===== src/rtl/bit_serializer.sv =====
// bit_serializer: valid/ready parallel-to-serial shifter, MSB first, with downstream stall.
// Optional even-parity bit after each word when SERIALIZER_PARITY_EN is defined.
module bit_serializer #(
  parameter int unsigned WIDTH = 8
) (
  input  logic             clk,
  input  logic             rst,
  input  logic             load_valid,
  input  logic [WIDTH-1:0] load_data,
  output logic             load_ready,
  input  logic             ser_stall,
  output logic             ser_out,
  output logic             ser_valid,
  output logic             ser_last
);

  localparam int unsigned CNT_W = (WIDTH > 1) ? $clog2(WIDTH) : 1;

`ifdef SERIALIZER_PARITY_EN
  typedef enum logic [1:0] {IDLE = 2'd0, SHIFT = 2'd1, PAR = 2'd2} state_t;
`else
  typedef enum logic [1:0] {IDLE = 2'd0, SHIFT = 2'd1} state_t;
`endif

  state_t             state_q, state_d;
  logic [WIDTH-1:0]   shreg_q, shreg_d;
  logic [CNT_W-1:0]   cnt_q, cnt_d;
`ifdef SERIALIZER_PARITY_EN
  logic               par_q, par_d;
`endif

  // State, shifter, counter and parity registers with synchronous active-low reset
  always_ff @(posedge clk) begin
    if (!rst) begin
      state_q <= IDLE;
      shreg_q <= '0;
      cnt_q   <= '0;
`ifdef SERIALIZER_PARITY_EN
      par_q   <= 1'b0;
`endif
    end else begin
      state_q <= state_d;
      shreg_q <= shreg_d;
      cnt_q   <= cnt_d;
`ifdef SERIALIZER_PARITY_EN
      par_q   <= par_d;
`endif
    end
  end

  // Next-state, shift/count update and stream outputs; a stall freezes everything
  always_comb begin
    state_d    = state_q;
    shreg_d    = shreg_q;
    cnt_d      = cnt_q;
`ifdef SERIALIZER_PARITY_EN
    par_d      = par_q;
`endif
    ser_out    = 1'b0;
    ser_valid  = 1'b0;
    ser_last   = 1'b0;
    load_ready = 1'b0;

    case (state_q)
      IDLE: begin
        load_ready = rst;
      end
      SHIFT: begin
        ser_out   = shreg_q[WIDTH-1];
        ser_valid = ~ser_stall;
        if (!ser_stall) begin
          shreg_d = {shreg_q[WIDTH-2:0], 1'b0};
          if (cnt_q != '0) begin
            cnt_d = cnt_q - CNT_W'(1);
          end else begin
`ifdef SERIALIZER_PARITY_EN
            state_d = PAR;
`else
            ser_last   = 1'b1;
            load_ready = rst;
            state_d    = IDLE;
`endif
          end
        end
      end
`ifdef SERIALIZER_PARITY_EN
      PAR: begin
        ser_out   = par_q;
        ser_valid = ~ser_stall;
        ser_last  = ~ser_stall;
        if (!ser_stall) begin
          load_ready = rst;
          state_d    = IDLE;
        end
      end
`endif
      default: begin
        state_d = IDLE;
      end
    endcase

    // An accepted word overrides the exit of the word just finishing
    if (load_valid && load_ready) begin
      shreg_d = load_data;
      cnt_d   = CNT_W'(WIDTH - 1);
`ifdef SERIALIZER_PARITY_EN
      par_d   = ^load_data;
`endif
      state_d = SHIFT;
    end
  end

endmodule


===== config.mk =====
export PLATFORM = sky130hd
export DESIGN_NAME = bit_serializer
export DESIGN_NICKNAME = d
export VERILOG_FILES = /design/src/rtl/bit_serializer.sv
export SDC_FILE = /design/constraint.sdc
export NUM_CORES = 1
export LEC_CHECK = 0
export CAP_MARGIN = 10
export CORE_MARGIN = 5
export CORE_UTILIZATION = 41
export DETAILED_ROUTE_END_ITERATION = 7
export GPL_TIMING_DRIVEN = 0
export PLACE_DENSITY = 0.77
export SLEW_MARGIN = 5
export SYNTH_ARGS = -nofsm -noshare
export SYNTH_HDL_FRONTEND = slang
export SYNTH_SLANG_ARGS = --single-unit

===== constraint.sdc =====
create_clock -name clk -period 1.51 [get_ports clk]
set_input_delay 0.302 -clock clk [delete_from_list [all_inputs] [get_ports clk]]
set_output_delay 0.302 -clock clk [all_outputs]
set_load 0.1 [all_outputs]

Yosys cells after proc, flatten, opt, wreduce, memory -nomap -nowiden:

Cells that the tools add are included.

* word-level logic and storage cells: 44
* memory bits (writable): 0
* memory bits (read-only): 0
* bits in latches: 0
* register bits after elaboration: 13
* memories kept: 0

* $add $sub $neg: 1
* mux-type cells: 19
* shift-type cells: 0
* div/mod/pow operators: 0
* reductions and logical operators: 10
* bitwise gates (word level): 3
* $mul: 0
* magnitude comparators: 0
* equal/unequal tests: 7

Operators by type and width (number)
* $mux W8: 3
* $mux W3: 4
* $reduce_and A3 Y1: 3
* $mux W1: 8
* $ne A2 B2 Y1 const B: 3
* $ne A3 B3 Y1 const B: 2
* $mux W2: 2
* $pmux W2 S2: 1
* $reduce_bool A2 Y1: 2
* $not A1 Y1: 3
* $reduce_bool A3 Y1: 1
* $sub A3 B1 Y3 const B: 1
* $eq A2 B1 Y1 const B: 1
* $logic_not A2 Y1: 1
* $ne A2 B1 Y1 const B: 1
* $pmux W1 S2: 1
* $reduce_and A2 Y1: 1
* $reduce_or A2 Y1: 1
* $logic_and A1 B1 Y1: 1

Depth between registers and ports, before layout:

Gate-level depths: netlist (run 1).

* depth in word-level cells: 7
* depth in mapped cells: 6

Worst setup path after synthesis (run 1):

No wires, ideal clock.

* path type: flip-flop to output port
* start point: register cnt_q[0]
* end point: output port load_ready
* stages on the path, launching flop included: 5
* path buffers: 0
* data required time: 1208 ps
* path slack: -1276 ps
* arrival: 2484 ps
* cell sequence: dfxtp_1 -> inv_1 -> ha_1 -> or3b_2 -> a21oi_1

* longest elaborated chain between the ends: 4

Ends and longest elaborated chain
* start: declaration: RTL line 27 `logic [CNT_W-1:0] cnt_q, cnt_d;`
* start signal: assignment: RTL line 44 `cnt_q <= cnt_d;`
* $reduce_bool A3 Y1: RTL line 73 `if (cnt_q != '0) begin`
* $mux W1: RTL line 73
* $mux W1: RTL line 71 `if (!ser_stall) begin`
* $pmux W1 S2: RTL line 64 `case (state_q)`
* end: declaration: RTL line 10 `output logic load_ready,`

No other way between the ends.

Final worst setup path (run 1):

* start point: register cnt_q[1]
* end point: output port load_ready

Same word-level chain as after synthesis.

==> reports/qor.yml, run 1 <==
ys_warn_count: 0
grt.total_usage_pct: 15.4
hp-class: "reg -> reg"
violations: "setup timing"
synthesis.nets: 88
drive_above_1_share_pct: 38.2
hold_viol_final: 0
drv_slew: 0
syn-cell-area_um2: 642
internal_power_uw: 651
critPathKind: "reg -> out"
htree_levels: 1
syn2layout_area_growth_pct: 59.1
dpl.hpwl_um: 1060
die_h_um: 49.6
vias: 657
cpPeakStageDelay_ps: 390
clock.fmax_ghz: 0.539
drt-initial-drc-count: 8
final_cell_mix: "nand2_1 (14), clkdlybuf4s50_1 (10), dfxtp_1 (9), buf_4 (9)"
clockRootBuffer: "clkbuf_4"
ys_ff_latch: 12
synth_edf_count: 0
worst-path-max-fanout: 2
clkPwrFrac_pct: 27.5
ios: 16
grt_pass1_wl_um: 2900
arrival_ps: 1550
start_util_pct: 43.1
cts.sinks: 12
setup_slack_ps: -345
tightest_slew_ps: 306
clk_latency_ps: 290
ir_drop_uv: 695
yosysSeqAreaShare_pct: 37.4
max_slew_margin_pct: 79.6
power_frac_seq_pct: 39.6
p_leak_uw: 0.000432
final_common_cell: "nand2_1"
grt_max_degree: 12
path_clk_slew_ps: 80
wirelength_um: 1860
dieWidth_um: 49.6
core_area_um2: 1490
grt_pass1_vias: 623
endpoint_kind: "output port"
timing.hold.ws_ps: 481
status: "complete, but fails checks"
setup_viol: 13
start_kind: "flop"
nets: 117
final.period_utilization_pct: 123
cap_violations: 0
path_delay_family: "simple AND/OR/NAND/NOR gates"
rows: 14
numCtsBuffers: 3
clock_skew_ps: 12.9
ctsHoldBuffers: 0
pre_cts_ws_ps: -1220
critical_path_buf_inv_count: 2
switching_share_pct: 31.3
rsz0062_at_grt: "yes"
dieArea_um2: 2460
netlist_instances: 74
overflow: 0
portBuffers: 15
power_frac_comb_pct: 32.9
period_minus_slack_ps: 1860
fin_setup_tns_ps: -1630
drt_pass1_iterations: 4
synth_area_per_cell_um2: 8.67
cts_tree: "built"
diodes: 0
required_ps: 1210
cp_cell_sequence: "inv_2 > ha_4 > or3b_4 > a21oi_4 > buf_12"
clockBufferDepth: 2
drcViolationCount: 0
slowest_stage: "or3b_4"
finalWeightedCongestion: 0.732
yosys.cell_types.count: 25
antenna_found_initial: 0
p_sw_uw: 296
synth_ff_type: "dfxtp_1"
powerDensity_nw_per_um2: 928
async_reset_ff_share_pct: 0
wire_per_inst_um: 15.7
antenna_left: 0
via_per_inst: 5.57
metal layers:
metal  up-vias  GRT usage (%)  routed length, um
met1       316           19.3                769
met5         -              0                  0
met2        13           24.6                974
met4         0           3.06                 14
li1        326              -                  -
met3         2           6.33                 99
logic make-up after synthesis:
| kind of cell | count (synthesis) | share of synthesized area (%) |
|---|---|---|
| adders and majority gates | 2 | 3.90 |
| and+or+nand+nor | 27 | 22.2 |
| buffers and inverters | 9 | 6.82 |
| DFF | 12 | 37.4 |
| AOI/OAI and AO/OA | 24 | 29.6 |
through the flow:
stage	cell area (um^2)	total power (uW)	cells	util, %
after floorplan	667	535	74	-
after global placement	837	597	105	56.2
after detailed placement	837	606	105	56.2
after CTS	987	917	117	66.3
after global routing	1020	995	118	68.6
final	1020	948	118	68.6
repair_timing:
| action | CTS | global route |
|---|---|---|
| resized for setup | 43 | 7 |
| buffers inserted | 6 | 1 |
| pin swaps | 10 | 11 |
| setup endpoints to repair | 14 | 13 |
| gates cloned | 2 | 0 |
cell usage after synthesis, types with 2 or more instances:
cell type | count | area, um^2
a31oi_1 | 3 | 18.8
a311oi_1 | 7 | 61.3
o21a_1 | 2 | 15.0
and2_1 | 2 | 12.5
inv_1 | 4 | 15.0
dfxtp_1 | 12 | 240
o21ai_0 | 3 | 15.0
o21ba_1 | 7 | 70.1
ha_1 | 2 | 25.0
nand2_1 | 14 | 52.6
nor2b_1 | 2 | 12.5
a21oi_1 | 2 | 10.0
or3_1 | 2 | 12.5
worst register-to-register path: stages, from the launching register on:
cell	delay (ps)
dfxtp_2	340
inv_2	50
ha_4	150
buf_4	130
buf_4	130
and4bb_2	250
buf_6	140
o21ba_1	180
a311oi_1	240
flip-flops by register name, indices dropped and copies added, names as in the netlist:
signal and cells:
cnt_q 3, shreg_q 8, state_q 1
area by class of cell:
class	instances	area (um^2)
Fill cell	117	468
Multi-Input combinational cell	54	443
Sequential cell	12	244
Timing Repair Buffer	23	228
Clock buffer	4	36.3
Buffer	4	26.3
Inverter	5	23.8
Tap cell	16	20.0
power groups by stage:
stage	logic (uW)	clock network, uW	registers [uW]
CTS	288	256	373
global route	335	281	379
finish	312	261	375
detailed placement	230	0	376
floorplan	163	0	372
global placement	222	0	376
path summary, 6_finish.rpt:
check	startpoint	end	slack [ps]	cells after the start
hold / removal	shreg_q[0]$_SDFFE_PN0P_	shreg_q[1]$_SDFFE_PN0P_	480	2
setup / recovery	cnt_q[1]$_SDFFE_PN0P_	load_ready	-350	5
setup reg to reg	cnt_q[0]$_SDFFE_PN0P_	shreg_q[4]$_SDFFE_PN0P_	-170	8
hold reg to reg	shreg_q[0]$_SDFFE_PN0P_	shreg_q[1]$_SDFFE_PN0P_	480	2
No activity file was read; power rests on OpenSTA's default activity.
==> run 2, diff against run 1 <==
- PLACE_DENSITY: 0.77 -> 0.71
==> reports/qor.yml, run 2 (synthesis gave the netlist of run 1 again) <==
status: "complete, but fails checks"
violations: "setup timing"
r2r_end: "shreg_q[4]$_SDFFE_PN0P_"
wire_per_inst_um: 13.9  # -12%
dp_cells: 105  # unchanged
ios: 16  # unchanged
overflow: 0  # unchanged
slowest_stage: "or3b_4"
required_ps: 1210  # about the same
p_leak_uw: 0.000440  # +1.7%
cp_cell_sequence: "inv_2 > ha_4 > or3b_4 > a21oi_4 > buf_12"
core_area_um2: 1490  # unchanged
instances_no_fill: 117  # -0.85%
grt_max_degree: 11  # -1
endpoint_kind: "output port"
final_cell_mix: "nand2_1 (14), clkdlybuf4s50_1 (10), dfxtp_1 (9)"
cts_tree: "built"
met3_usage_pct: 5.72  # -0.60 points
rr_startpoint: "cnt_q[0]$_SDFFE_PN0P_"
cpPeakStageDelay_ps: 390  # about the same
rsz0062_at_grt: "yes"
path_clk_slew_ps: 70  # about the same
dieArea_um2: 2460  # unchanged
path_delay_family: "simple AND/OR/NAND/NOR gates"
setup_viol: 3  # -10
largest_reg_flops: 8  # unchanged
finalWeightedCongestion: 0.700  # -4.5%
final_common_cell: "nand2_1"
grt.met2_usage_pct: 19.3  # -5.3 points
critPathKind: "reg -> out"
largestRegisters: "shreg_q (8), cnt_q (3), state_q (1)"
die_h_um: 49.6  # unchanged
clockRootBuffer: "clkbuf_4"
rrSetupSlack_ps: -20  # +150 ps
critical_path_buf_inv_count: 2  # unchanged
htree_levels: 1  # unchanged
diodes: 0  # unchanged
clockBufferDepth: 2  # unchanged
numCtsBuffers: 3  # unchanged
max_slew_margin_pct: 79.7  # about the same
ir_drop_uv: 620  # -11%
clock.fmax_ghz: 0.546  # +1.2%
drt-initial-drc-count: 3  # -5
start_kind: "flop"
wirelength_um: 1630  # -12%
busiest_layer: "met2"
grt_pass1_vias: 564  # -9.5%
reg2regPathDepth: 7  # -1
syn2layout_area_growth_pct: 55.9
drcViolationCount: 0  # unchanged
drive_above_1_share_pct: 34.7  # -3.6 points
cts.sinks: 12  # unchanged
nets: 116  # -0.85%
endpoint: "load_ready"
drt_pass1_iterations: 4  # unchanged
cap_violations: 0  # unchanged
hp-class: "reg -> reg"
grt_pass1_wl_um: 2550  # -12%
crit_start: "cnt_q[0]$_SDFFE_PN0P_"
period_minus_slack_ps: 1830  # -22.7 ps
vias: 627  # -4.6%
clk_latency_ps: 270  # -20 ps
arrival_ps: 1530  # -20 ps
worst-path-max-fanout: 3  # +1
clock_skew_ps: 5.47  # -7.43 ps
antenna_found_initial: 0  # unchanged
cp.depth: 5  # unchanged
grt.total_usage_pct: 13.2  # -2.2 points
tightest_slew_ps: 304  # -1.08 ps
portBuffers: 15  # unchanged
powerDensity_nw_per_um2: 915  # -1.4%
dpl.hpwl_um: 1030  # -3.1%
dieWidth_um: 49.6  # unchanged
grtUsageMet1_pct: 17.9  # -1.4 points
setup_slack_ps: -322  # +22.7 ps
power_uw: 916  # -3.4%
final.period_utilization_pct: 121  # -1.5 points
antenna_left: 0  # unchanged
ctsHoldBuffers: 0  # unchanged
hold_viol_final: 0  # unchanged
drv_slew: 0  # unchanged
via_per_inst: 5.36  # -3.8%
start_util_pct: 43.1  # unchanged
regMostFlops: "shreg_q"
rows: 14  # unchanged
run 2: cell count changes in the layout (fill, tap and decap cells not counted), sizes merged:
cell	previous run	this run
buf	14	13
run 2: area by class of cell:
type | instances | area (um^2)
buffer | 4 | 26.3
clock buffer | 4 | 36.3
fill | 115 | 488
inverter | 5 | 23.8
multi-input combinational | 54 | 430
sequential | 12 | 244
tap | 16 | 20.0
timing repair buffer | 22 | 220
run 2: what timing repair did:
action / 4_1_cts / 5_1_grt
gates resized for setup: 39 / 9
setup endpoints to repair: 14 / 14
buffers inserted: 5 / 1
cloned: 0 / 2
pin swaps: 9 / 8
run 2: metal layers:
layer  share of wire (%)  up-vias
li1                    -      324
met1                  44      285
met2                  49       16
met3                 6.1        2
met4                 1.2        0
met5                   0        -
run 2: worst min path at each step:
stage	depth (start not counted)	to	slack [ps]	from
final	2	shreg_q[1]$_SDFFE_PN0P_	470	shreg_q[0]$_SDFFE_PN0P_
after global routing	2	shreg_q[1]$_SDFFE_PN0P_	500	shreg_q[0]$_SDFFE_PN0P_
after CTS	2	shreg_q[1]$_SDFFE_PN0P_	470	shreg_q[0]$_SDFFE_PN0P_
after detailed placement	2	shreg_q[1]$_SDFFE_PN0P_	460	shreg_q[0]$_SDFFE_PN0P_
after global placement	2	shreg_q[1]$_SDFFE_PN0P_	460	shreg_q[0]$_SDFFE_PN0P_
after floorplan	2	state_q[0]$_SDFFE_PN0P_	420	load_valid
run 2: power by group:
part           internal, uW  switching, uW
registers               351           24.5
clock network           147            102
logic                   142            150
total                   640            276
run 2: worst register-to-register path, stage by stage (launching register included):
cell	delay (ps)
dfxtp_2	340
inv_2	60
ha_4	150
buf_4	130
and4bb_1	220
buf_6	150
o21ba_1	160
a311oi_1	230
run 2: through the flow:
step	setup slack, ps	area [um^2]	utilization (%)	TNS [ps]	hold WS (ps)
after floorplan	-279	667	-	-279	419
after global placement	-1220	837	56.2	-6670	456
after detailed placement	-1230	837	56.2	-6860	458
after CTS	-349	956	64.2	-518	469
after global routing	-381	1000	67.2	-1110	497
final	-322	1000	67.2	-504	468
==> patch 1, RTL diff (settings of run 2) <==
Take the reset off `shreg_q` and load it in a clocked block of its own.
--- a/src/rtl/bit_serializer.sv
+++ b/src/rtl/bit_serializer.sv
@@ -34,5 +34,4 @@
     if (!rst) begin
       state_q <= IDLE;
-      shreg_q <= '0;
       cnt_q   <= '0;
 `ifdef SERIALIZER_PARITY_EN
@@ -41,5 +40,4 @@
     end else begin
       state_q <= state_d;
-      shreg_q <= shreg_d;
       cnt_q   <= cnt_d;
 `ifdef SERIALIZER_PARITY_EN
@@ -47,4 +45,8 @@
 `endif
     end
+  end
+
+  always_ff @(posedge clk) begin
+    shreg_q <= shreg_d;
   end
 
Check against the original RTL: same outputs for any inputs over 10 cycles, from zero or initial values and one cycle with rst low; that may be too few to reach the edited logic, so the function may still have changed.
==> patch 1 against run 2 <==
- the run still ends with setup timing left
- synthesized area is 0.78% lower
- sequential cell count stayed put
- power is 4.0% higher
- cell area is 3.5% higher
- global-route usage is 3.0 points lower
- routed wire length is 22% lower
- register-to-register slack worse by 340 ps
- worst setup slack worse by 36 ps
- critical endpoint is now shreg_q[6]$_DFFE_PP_
- largest cell class unchanged
==> patch 1: results (changes against run 2) <==
| Metric | Value |
|---|---|
| GP Congestion | `0.753 (+7.7%)` |
| Area after DPL | `866 um^2 (+3.4%)` |
| Share of layout cells above drive strength 1 | `55.3% (+21 points)` |
| Detail Route met3 WL | `75 um (-24%)` |
| Hold endpoint | `shreg_q[3]$_DFFE_PP_` |
| Reg2Reg Capture Point | `shreg_q[6]$_DFFE_PP_` |
| Max stage delay on crit path | `410 ps (+20 ps)` |
| Uppermost layer routed | `met3` |
| Most common cell in the netlist | `edfxtp_1` |
| Warnings from Yosys | `0 (unchanged)` |
| # fillers | `109 (-5.2%)` |
| Drt total wl | `1.27 mm (-22%)` |
| Crit Reg-Reg Startpoint | `cnt_q[1]$_SDFFE_PN0P_` |
| Failing checks | `setup timing` |
| Sequential Area | `327 um^2 (+34%)` |
| Final worst slack | `-358 ps (-35.8 ps)` |
| Synth cell count leaders | `edfxtp_1 (8), mux2_4 (6), dfxtp_1 (4), nor2b_1 (3)` |
| First-pass GRT wire length | `1.92 mm (-25%)` |
| Result of the run | `finished, violations left` |
| Met2 usage | `14.8% (-4.5 points)` |
| Dpl ws | `-1280 ps (-48.2 ps)` |
| Actual slew at the worst max-slew pin | `300 ps (-4.18 ps)` |
| Setup-failing EPs final | `21 (+18)` |
| Met3 Use GR | `5.20% (-0.52 points)` |
| Via count | `463 (-26%)` |
| Met1 WL | `585 um (-18%)` |
| Largest net degree at the start of global routing | `10 (-1)` |
| Crit path DAT | `1890 ps (+360 ps)` |
| LEAKAGE | `0.424 nW (-3.7%)` |
| Count of cell types in the netlist | `26 (+4.0%)` |
| Grt met1 use | `13.1% (-4.7 points)` |
| WL met2 | `610 um (-23%)` |
| Number of flops mapped to enable cells by yosys | `8 (+8)` |
| Number of global-route vias before repair | `422 (-25%)` |
| Syn nets | `61 (-31%)` |
| R2R cell count | `6 (-1)` |
| Crit path max fanout | `5 (+2)` |
| GR Util All Layers | `10.1% (-3.0 points)` |
## patch 1: layout make-up
type	instances	area share, %
Multi-Input combinational cell	31	32.7
Sequential cell	12	31.5
Timing Repair Buffer	25	27.8
Buffer	2	2.78
Clock buffer	4	2.54
Tap cell	16	1.93
Inverter	2	0.725
## patch 1: kinds of logic (layout without fill, tap and decap cells)
kind of cell	Yosys count	after routing	share of synthesized area (%)
AO/OA/AOI/OAI	7	7	9.63
adder cells (fa/ha/maj)	2	2	3.93
buffers and inverters	4	33	4.12
flip-flops	12	12	50.3
multiplexers	7	7	15.9
AND/OR/NAND/NOR	15	15	16.1
## patch 1: repair_timing
item / 4_1_cts / 5_1_grt
setup endpoints to repair: 20 / 21
setup buffers: 5 / 4
resized for setup: 39 / 4
cloned: 0 / 1
## patch 1: report_power, final
group	switching, mW	total [mW]	internal (mW)
Combinational	0.143	0.332	0.189
Sequential	0.0198	0.410	0.391
Clock	0.108	0.211	0.102
Total	0.271	0.953	0.682
## patch 1: worst max-delay path by stage
stage                     startpoint                   end  slack [ps]  cells after the start
2_1_floorplan  cnt_q[1]$_SDFFE_PN0P_            load_ready        -290                      4
4_1_cts        cnt_q[1]$_SDFFE_PN0P_            load_ready        -370                      5
3_3_place_gp               ser_stall            load_ready       -1280                      4
3_5_place_dp               ser_stall            load_ready       -1280                      4
6_report       cnt_q[1]$_SDFFE_PN0P_  shreg_q[6]$_DFFE_PP_        -360                      6
5_1_grt        cnt_q[1]$_SDFFE_PN0P_  shreg_q[7]$_DFFE_PP_        -440                      6
## patch 1: stage by stage
step                      setup TNS, ps  std cells  power (mW)
after floorplan                   -3560         47       0.599
after global placement           -13740         78       0.663
after detailed placement         -13770         78       0.666
after CTS                         -5070         87       0.925
after global routing              -7530         92        1.00
final                             -6060         92       0.953
==> patch 2, RTL diff (flow settings as in run 2) <==
Made on the original files. Build with the macro `SERIALIZER_PARITY_EN` defined.
--- a/src/rtl/bit_serializer.sv
+++ b/src/rtl/bit_serializer.sv
@@ -1,4 +1,6 @@
 // bit_serializer: valid/ready parallel-to-serial shifter, MSB first, with downstream stall.
 // Optional even-parity bit after each word when SERIALIZER_PARITY_EN is defined.
+`define SERIALIZER_PARITY_EN
+
 module bit_serializer #(
   parameter int unsigned WIDTH = 8
Behaviour: not the same (a bounded check fails within 10 cycles, from zero or initial values and one cycle with rst low).
==> patch 2 against run 2 <==
- the run still ends with setup timing left
- routed wire length is 1.7% lower
- worst setup slack improved by 160 ps
- power increased by 55%
- via count grew 7.5%
- sequential share of layout area grew 0.067 points
- first-iteration DRC count rose to 2.7 times the old value
- clock power down 18%
- synthesized area rose by 28%
- highest routed layer unchanged
- cell area up 18%
- hold slack worse by 3.7 ps
- combinational power grew 150%
- clock skew fell by 4.2 ps
- sequential cell count increased by 2
==> patch 2: results (changes against run 2) <==
| Metric | Value |
|---|---|
| R2R cell count | `8 (+1)` |
| Sequential share of power | `35.1% (-5.9 points)` |
| Mux contribution to synthesized area | `8.51% (+8.5 points)` |
| Crit path DAT | `1370 ps (-160 ps)` |
| Compound-gate portion of the synthesized area | `21.0% (-8.7 points)` |
| Fin Hold WS | `464 ps (-3.68 ps)` |
| GR Util All Layers | `12.4% (-0.81 points)` |
| Setup TNS | `-590 ps (-85.7 ps)` |
| Final HPWL DP | `1.21 mm (+18%)` |
| Post-CTS Setup Inserts | `2 (-3)` |
| Dominant cells by area after synthesis | `dfxtp_1 (34%), mux2i_1 (8.5%), o211a_1 (8.5%), xnor2_1 (8.5%), ha_1 (7.6%)` |
| Setup-failing EPs final | `13 (+10)` |
| Failing checks | `setup timing` |
| Setup Skew | `1.28 ps (-4.19 ps)` |
| Final worst slack | `-161 ps (+161 ps)` |
| Post-Synth Adder-Cell Area | `7.60% (+3.7 points)` |
| Resized Gates After CTS | `43 (+10%)` |
| Result of the run | `finished, violations left` |
| Via count | `674 (+7.5%)` |
| DR iter-0 viols | `8 (+5)` |
| GP Congestion | `0.698 (-0.19%)` |
| Number of global-route vias before repair | `633 (+12%)` |
| CP top delay family | `flip-flops` |
| Count of cell types in the netlist | `29 (+16%)` |
| Crit Reg-Reg Startpoint | `state_q[0]$_SDFFE_PN0P_` |
| Biggest regs | `shreg_q x8, cnt_q x3, state_q x2` |
[patch 2: worst reg2reg max path, stage by stage, from the launching register on]
cell and delay (ps):
dfxtp_4 380, inv_4 50, ha_4 170, nor2b_4 130, buf_4 140, o211ai_2 220
buf_6 170, nand2_1 50, o211a_1 110
[patch 2: worst max-delay path by stage]
| stage | from | to | slack, ps |
|---|---|---|---|
| floorplan | state_q[0]$_SDFFE_PN0P_ | shreg_q[0]$_SDFFE_PN0P_ | -380 |
| global placement | ser_stall | load_ready | -1120 |
| detailed placement | ser_stall | load_ready | -1130 |
| CTS | state_q[0]$_SDFFE_PN0P_ | ser_valid | -170 |
| global route | state_q[0]$_SDFFE_PN0P_ | load_ready | -210 |
| finish | state_q[0]$_SDFFE_PN0P_ | load_ready | -160 |
[patch 2: final cells by class]
cell class              instances  area (um^2)
fillers                       171          764
multi-input cells              63          561
clock buffers                   3         22.5
plain buffers                   4         33.8
inverters                       6         27.5
flip-flops and latches         14          288
repair buffers                 18          211
well taps                      27         33.8
[patch 2: metrics by stage]
stage | std cells | power (mW)
after floorplan | 87 | 0.980
after global placement | 129 | 1.10
after detailed placement | 129 | 1.12
after CTS | 134 | 1.41
after global routing | 135 | 1.52
final | 135 | 1.42
[patch 2: metal layers]
layer  share of wire, %  vias to the layer above  GRT usage [%]
met5                  0                        -              0
met4                1.7                        0           6.22
met3                4.5                        4           2.72
met2                 48                       14           20.1
met1                 46                      301           15.1
li1                   -                      355              -
[patch 2: logic make-up after synthesis]
group / count (synthesis)
xor+xnor: 8
compound gates: 21
mux: 7
flops: 14
simple gates: 22
buf+inv: 10
fa+ha+maj: 5
